## src/rtl/fp_issue_scoreboard.sv

```systemverilog
// fp_issue_scoreboard: registered decode/issue stage for the RV32 FP subset
// (FADD.S, FMUL.S, FLT.S, FLW, FSW). Holds one decoded instruction under a
// valid/ready handshake and stalls RAW/WAW hazards against a per-register
// countdown scoreboard of in-flight FP destination writes.
module fp_issue_scoreboard #(
  parameter int NFREG    = 32,
  parameter int LAT_W    = 3,
  parameter int FADD_LAT = 3,
  parameter int FMUL_LAT = 4,
  parameter int FLW_LAT  = 2
) (
  input  logic             clk,
  input  logic             rst,
  input  logic             flush,
  input  logic             in_valid,
  output logic             in_ready,
  input  logic [31:0]      in_ir,
  output logic             out_valid,
  input  logic             out_ready,
  output logic [31:0]      out_ir,
  output logic             out_fcal,
  output logic [1:0]       out_fop,
  output logic             out_frd,
  output logic             out_frs1,
  output logic             out_frs2,
  output logic             out_regwrite,
  output logic             out_flw,
  output logic             out_fsw,
  output logic             out_illegal,
  output logic [NFREG-1:0] busy_vec,
  output logic [NFREG-1:0] done_vec
);

  localparam logic [6:0] OP_FP    = 7'b1010011;
  localparam logic [6:0] OP_LDFP  = 7'b0000111;
  localparam logic [6:0] OP_STFP  = 7'b0100111;

  localparam logic [1:0] FOP_ADD  = 2'b00;
  localparam logic [1:0] FOP_MUL  = 2'b01;
  localparam logic [1:0] FOP_LT   = 2'b10;
  localparam logic [1:0] FOP_NONE = 2'b11;

  // Instruction fields of the incoming word
  logic [6:0] w_opcode;
  logic [2:0] w_funct3;
  logic [6:0] w_funct7;
  logic [4:0] w_rd;
  logic [4:0] w_rs1;
  logic [4:0] w_rs2;

  assign w_opcode = in_ir[6:0];
  assign w_rd     = in_ir[11:7];
  assign w_funct3 = in_ir[14:12];
  assign w_rs1    = in_ir[19:15];
  assign w_rs2    = in_ir[24:20];
  assign w_funct7 = in_ir[31:25];

  // Decoded flags of the incoming word
  logic       w_dec_fcal;
  logic [1:0] w_dec_fop;
  logic       w_dec_frd;
  logic       w_dec_frs1;
  logic       w_dec_frs2;
  logic       w_dec_regwrite;
  logic       w_dec_flw;
  logic       w_dec_fsw;
  logic       w_dec_illegal;

  // Held (output) register state
  logic             r_valid;
  logic [31:0]      r_ir;
  logic             r_fcal;
  logic [1:0]       r_fop;
  logic             r_frd;
  logic             r_frs1;
  logic             r_frs2;
  logic             r_regwrite;
  logic             r_flw;
  logic             r_fsw;
  logic             r_illegal;

  // Scoreboard countdowns, one per FP register
  logic [LAT_W-1:0] r_cnt [NFREG];

  logic             w_held_wr;
  logic [4:0]       w_held_rd;
  logic             w_raw;
  logic             w_waw;
  logic             w_hazard;
  logic             w_in_ready;
  logic             w_accept;
  logic             w_out_fire;
  logic             w_load_en;
  logic [LAT_W-1:0] w_load_lat;
  logic [4:0]       w_load_rd;

  // Decode the incoming instruction into FP control flags
  always_comb begin
    w_dec_fcal     = 1'b0;
    w_dec_fop      = FOP_NONE;
    w_dec_frd      = 1'b0;
    w_dec_frs1     = 1'b0;
    w_dec_frs2     = 1'b0;
    w_dec_regwrite = 1'b0;
    w_dec_flw      = 1'b0;
    w_dec_fsw      = 1'b0;
    w_dec_illegal  = 1'b0;
    case (w_opcode)
      OP_FP: begin
        if (w_funct7 == 7'b0000000) begin
          w_dec_fcal     = 1'b1;
          w_dec_fop      = FOP_ADD;
          w_dec_frd      = 1'b1;
          w_dec_frs1     = 1'b1;
          w_dec_frs2     = 1'b1;
          w_dec_regwrite = 1'b1;
        end else if (w_funct7 == 7'b0001000) begin
          w_dec_fcal     = 1'b1;
          w_dec_fop      = FOP_MUL;
          w_dec_frd      = 1'b1;
          w_dec_frs1     = 1'b1;
          w_dec_frs2     = 1'b1;
          w_dec_regwrite = 1'b1;
        end else if (w_funct7 == 7'b1010000 && w_funct3 == 3'b001) begin
          w_dec_fop      = FOP_LT;
          w_dec_frs1     = 1'b1;
          w_dec_frs2     = 1'b1;
          w_dec_regwrite = 1'b1;
        end else begin
          w_dec_illegal  = 1'b1;
        end
      end
      OP_LDFP: begin
        if (w_funct3 == 3'b010) begin
          w_dec_flw      = 1'b1;
          w_dec_frd      = 1'b1;
          w_dec_regwrite = 1'b1;
        end else begin
          w_dec_illegal  = 1'b1;
        end
      end
      OP_STFP: begin
        if (w_funct3 == 3'b010) begin
          w_dec_fsw      = 1'b1;
          w_dec_frs2     = 1'b1;
        end else begin
          w_dec_illegal  = 1'b1;
        end
      end
      default: begin
      end
    endcase
  end

  // The held instruction is a pending FP write until it leaves the stage;
  // its rd is compared directly because it has not reached the scoreboard yet.
  assign w_held_wr = r_valid & r_frd;
  assign w_held_rd = r_ir[11:7];

  // Hazard detection of the current decode against scoreboard and held word
  always_comb begin
    w_raw = (w_dec_frs1 & (busy_vec[w_rs1] | (w_held_wr & (w_held_rd == w_rs1))))
          | (w_dec_frs2 & (busy_vec[w_rs2] | (w_held_wr & (w_held_rd == w_rs2))));
    w_waw = w_dec_frd & (busy_vec[w_rd] | (w_held_wr & (w_held_rd == w_rd)));
    w_hazard = w_raw | w_waw;
  end

  assign w_in_ready = ~flush & ~w_hazard & (~r_valid | out_ready);
  assign w_accept   = in_valid & w_in_ready;
  assign w_out_fire = r_valid & out_ready & ~flush;

  // Select which scoreboard entry (if any) the issuing instruction arms
  always_comb begin
    w_load_en  = 1'b0;
    w_load_lat = '0;
    w_load_rd  = r_ir[11:7];
    if (w_out_fire) begin
      if (r_fcal && r_fop == FOP_ADD) begin
        w_load_en  = 1'b1;
        w_load_lat = LAT_W'(FADD_LAT);
      end else if (r_fcal && r_fop == FOP_MUL) begin
        w_load_en  = 1'b1;
        w_load_lat = LAT_W'(FMUL_LAT);
      end else if (r_flw) begin
        w_load_en  = 1'b1;
        w_load_lat = LAT_W'(FLW_LAT);
      end
    end
  end

  // Output register: load on accept, empty on fire or flush
  always_ff @(posedge clk or posedge rst) begin
    if (rst) begin
      r_valid    <= 1'b0;
      r_ir       <= '0;
      r_fcal     <= 1'b0;
      r_fop      <= FOP_NONE;
      r_frd      <= 1'b0;
      r_frs1     <= 1'b0;
      r_frs2     <= 1'b0;
      r_regwrite <= 1'b0;
      r_flw      <= 1'b0;
      r_fsw      <= 1'b0;
      r_illegal  <= 1'b0;
    end else if (w_accept) begin
      r_valid    <= 1'b1;
      r_ir       <= in_ir;
      r_fcal     <= w_dec_fcal;
      r_fop      <= w_dec_fop;
      r_frd      <= w_dec_frd;
      r_frs1     <= w_dec_frs1;
      r_frs2     <= w_dec_frs2;
      r_regwrite <= w_dec_regwrite;
      r_flw      <= w_dec_flw;
      r_fsw      <= w_dec_fsw;
      r_illegal  <= w_dec_illegal;
    end else if (w_out_fire || flush) begin
      r_valid    <= 1'b0;
    end
  end

  // Scoreboard countdowns: an issuing write reloads its entry, others count down
  always_ff @(posedge clk or posedge rst) begin
    if (rst) begin
      for (int r = 0; r < NFREG; r++) begin
        r_cnt[r] <= '0;
      end
    end else begin
      for (int r = 0; r < NFREG; r++) begin
        if (w_load_en && (w_load_rd == 5'(r))) begin
          r_cnt[r] <= w_load_lat;
        end else if (r_cnt[r] != '0) begin
          r_cnt[r] <= r_cnt[r] - 1'b1;
        end
      end
    end
  end

  // Busy while counting; done marks the final busy cycle of each entry
  always_comb begin
    for (int r = 0; r < NFREG; r++) begin
      busy_vec[r] = (r_cnt[r] != '0);
      done_vec[r] = (r_cnt[r] == LAT_W'(1));
    end
  end

  assign in_ready     = w_in_ready;
  assign out_valid    = r_valid;
  assign out_ir       = r_ir;
  assign out_fcal     = r_fcal;
  assign out_fop      = r_fop;
  assign out_frd      = r_frd;
  assign out_frs1     = r_frs1;
  assign out_frs2     = r_frs2;
  assign out_regwrite = r_regwrite;
  assign out_flw      = r_flw;
  assign out_fsw      = r_fsw;
  assign out_illegal  = r_illegal;

endmodule

```

## config.mk

```make
export PLATFORM = sky130hd
export DESIGN_NAME = fp_issue_scoreboard
export DESIGN_NICKNAME = d
export VERILOG_FILES = /design/src/rtl/fp_issue_scoreboard.sv
export SDC_FILE = /design/constraint.sdc
export NUM_CORES = 1
export LEC_CHECK = 0
export ABC_AREA = 1
export CORE_MARGIN = 1.5
export CORE_UTILIZATION = 50
export DETAILED_ROUTE_END_ITERATION = 16
export PLACE_DENSITY_LB_ADDON = 0.15
export SLEW_MARGIN = 20
export SYNTH_ARGS = -nofsm -noshare
export SYNTH_HDL_FRONTEND = slang
export SYNTH_SLANG_ARGS = --single-unit
```

## constraint.sdc

```tcl
create_clock -name clk -period 4.7 [get_ports clk]
set_input_delay 0.47 -clock clk [delete_from_list [all_inputs] [get_ports clk]]
set_output_delay 0.47 -clock clk [all_outputs]
set_load 0.01 [all_outputs]
```

==> flow_metrics.env <==
export IMPL_start_util_pct=51.0
export IMPL_total_power_mw=7.08
export IMPL_cts_sinks=139
export IMPL_fp_row_count=51
export IMPL_hold_worst_slack_ns=0.470
export IMPL_hp_class="flop to flop"
export IMPL_finalHoldViolCount=0
export IMPL_fin_nets=1650
export IMPL_die_x_microns=144
export IMPL_synth_edf_count=0
export IMPL_cellLeakagePower_nw=6.06
export IMPL_gr_total_overflow=0
export IMPL_grtUsageTotal_pct=28.0
export IMPL_path_clk_slew_ns=0.06
export IMPL_num_vias=9316
export IMPL_drv_slew=0
export IMPL_synthCells=1377
export IMPL_holdBufCountCts=0
export IMPL_required_ns=4.23
export IMPL_htreeDepth=4
export IMPL_cp_arrival_ns=3.28
export IMPL_place_gp_congestion=0.965
export IMPL_die_area_sq_um=20800
export IMPL_grt_pass1_vias=8568
export IMPL_fin_setup_tns_ns=0
export IMPL_wl_met2_mm=12.8
export IMPL_cp_max_fo=19
export IMPL_rsz0062_at_grt="false"
export IMPL_ys_warn_count=0
export IMPL_drc_errors=0
export IMPL_synth_top_cells_by_area="dfrtp_1 (34%), ha_1 (12%), nand2_1 (10%), inv_1 (8.9%), nand3_1 (8.5%)"
export IMPL_ios=145
export IMPL_netlist_area_sq_um=9960
export IMPL_setup_ws_ns=0.950
export IMPL_power_density_nw_per_um2=583
export IMPL_crit_type="input port to primary output"
export IMPL_drive_gt1_share_pct=5.29
export IMPL_dr_first_iter_drc_count=639
export IMPL_core_region_area_sq_um=19500
export IMPL_port_buffers=144
export IMPL_final_antenna_net_count=0
export IMPL_synth_top_area_share_pct=34.4
export IMPL_post_route_min_period_ns=3.75
export IMPL_place_ws_ns=0.995
export IMPL_ctsResizeCount=0
export IMPL_cts_made_buffers=17
export IMPL_postSynth_asyncResetShare_pct=100
export IMPL_critPathLaunchType="input port"
export IMPL_wl_per_cell_microns=15.7
export IMPL_post_cts_buffers=0
export IMPL_root_buffer="clkbuf_16"
export IMPL_yosys_most_used_dff="dfrtp_1"
export IMPL_cts_tree="yes"
export IMPL_die_y_microns=144
export IMPL_hpwl_mm=20.7
export IMPL_end_kind="primary output"
export IMPL_yosysSeqAreaShare_pct=34.9
export IMPL_ys_ff_latch=139
export IMPL_slew_headroom_pct=38.1
export IMPL_layout_commonest_cell="nand2_1"
export IMPL_antenna_found_initial=0
export IMPL_clock_latency_ns=0.43
export IMPL_wl_mm=28.2
export IMPL_area_delta_synth_final_pct=21.9
export IMPL_fmax_mhz=267
export IMPL_dr_max_layer_used="met4"
export IMPL_fin_skew_ns=0.0113
export IMPL_antenna_cells=0
export IMPL_setup_viol=0
export IMPL_worst_pin_slew_ns=0.925
export IMPL_cts_buffer_depth=2
export IMPL_synth_area_leader_cell="dfrtp_1"
export IMPL_first_pass_iters=5
export IMPL_maxCapViolCount=0
export IMPL_ir_worst_vdd_mv=0.352
export IMPL_postSynthNetCount=1510
export IMPL_final_cell_mix="nand2_1 (276), inv_1 (235), nand3_1 (169), nor2_1 (163), clkdlybuf4s50_1 (144)"
export IMPL_synth_distinct_cells=37
export IMPL_viasPerCell=5.19
export IMPL_post_route_period_util_pct=79.8
export IMPL_grt_max_degree=102
export IMPL_wl_met3_mm=2.05
export IMPL_wl_met1_mm=12.5
export IMPL_r2r_setup_slack_ns=1.84
export IMPL_syn_avg_cell_area_sq_um=7.23
export IMPL_grt_pass1_wl_mm=44.5
export IMPL_status="finished, final reports clean"
[final timing paths]
| kind | from | endpoint | depth (start not counted) |
|---|---|---|---|
| min in group asynchronous | rst | out_ir[0] | 2 |
| min | out_frs1 | out_frs1 | 2 |
| min reg2reg | out_frs1 | out_frs1 | 2 |
| max in group asynchronous | rst | out_fop[0] | 3 |
| max reg2reg | r_cnt[6] | out_ir[20] | 17 |
| max | in_ir[20] | in_ready | 13 |
[kinds of logic after synthesis]
family	count (synthesis)	share of synthesized area [%]
XOR/XNOR	35	3.08
AO/OA/AOI/OAI	182	10.3
buffers and inverters	280	11.9
adder cells (fa/ha/maj)	96	12.1
AND/OR/NAND/NOR	645	27.7
flip-flops	139	34.9
[registers in the layout, summed over array words and instances (netlist names)]
register      flops
out_fop           2
out_fcal          1
r_cnt            96
out_fsw           1
out_frd           1
out_flw           1
out_illegal       1
out_frs2          1
out_regwrite      1
out_ir           32
out_frs1          1
out_valid         1
[per-layer routing]
metal	up-vias	GRT usage, %
met5	-	0
met4	0	10.6
met3	50	6.59
met2	316	44.4
met1	4330	37.2
li1	4620	-
[cell usage after synthesis, types with 3 or more instances]
master    instances
buf_2             8
a21oi_1          46
buf_4             6
clkbuf_1          7
buf_6             9
nor2_4            3
dfrtp_1         137
o21bai_1         11
o21ai_0          94
nor3_1            3
inv_1           236
nand3_2           3
o22ai_1           9
o211ai_1          9
nor2_2           10
nor2_1          163
xor2_1           33
nand2_1         276
nand3b_1         10
inv_2             7
nor4_1            3
ha_1             96
nand2_2           3
nand3_1         169
a31o_2            7
[worst max-delay path: stages]
cell             delay (ns)
clkdlybuf4s50_1        0.89
inv_6                  0.39
nand3_1                0.10
nand3_1                0.08
nand3_1                0.09
nand2_1                0.11
nand2_1                0.06
nand3_1                0.07
nand3_1                0.12
nand2_1                0.09
nand2_2                0.08
nor2_4                 0.09
clkdlybuf4s50_1        0.61
[metrics by stage]
step	utilization (%)	instances	instance area [sq um]
CTS	62.2	1795	12100
global placement	59.2	1763	11600
finish	62.2	1795	12100
floorplan	-	1377	9960
detailed placement	59.2	1763	11600
global route	62.2	1795	12100
[power by group]
group          switching (mW)  internal, mW  total [mW]
clock                   0.557         0.785        1.34
combinational            2.00          1.64        3.64
sequential              0.395          1.71        2.10
[final cells by class]
| cell class | instances | area [sq um] |
|---|---|---|
| Timing Repair Buffer | 154 | 1520 |
| Sequential cell | 139 | 3480 |
| Clock buffer | 19 | 433 |
| Inverter | 247 | 942 |
| Clock inverter | 13 | 140 |
| Fill cell | 1824 | 7390 |
| Tap cell | 265 | 332 |
| Multi-Input combinational cell | 958 | 5300 |
Note: power is estimated with default switching activity, not from simulation.
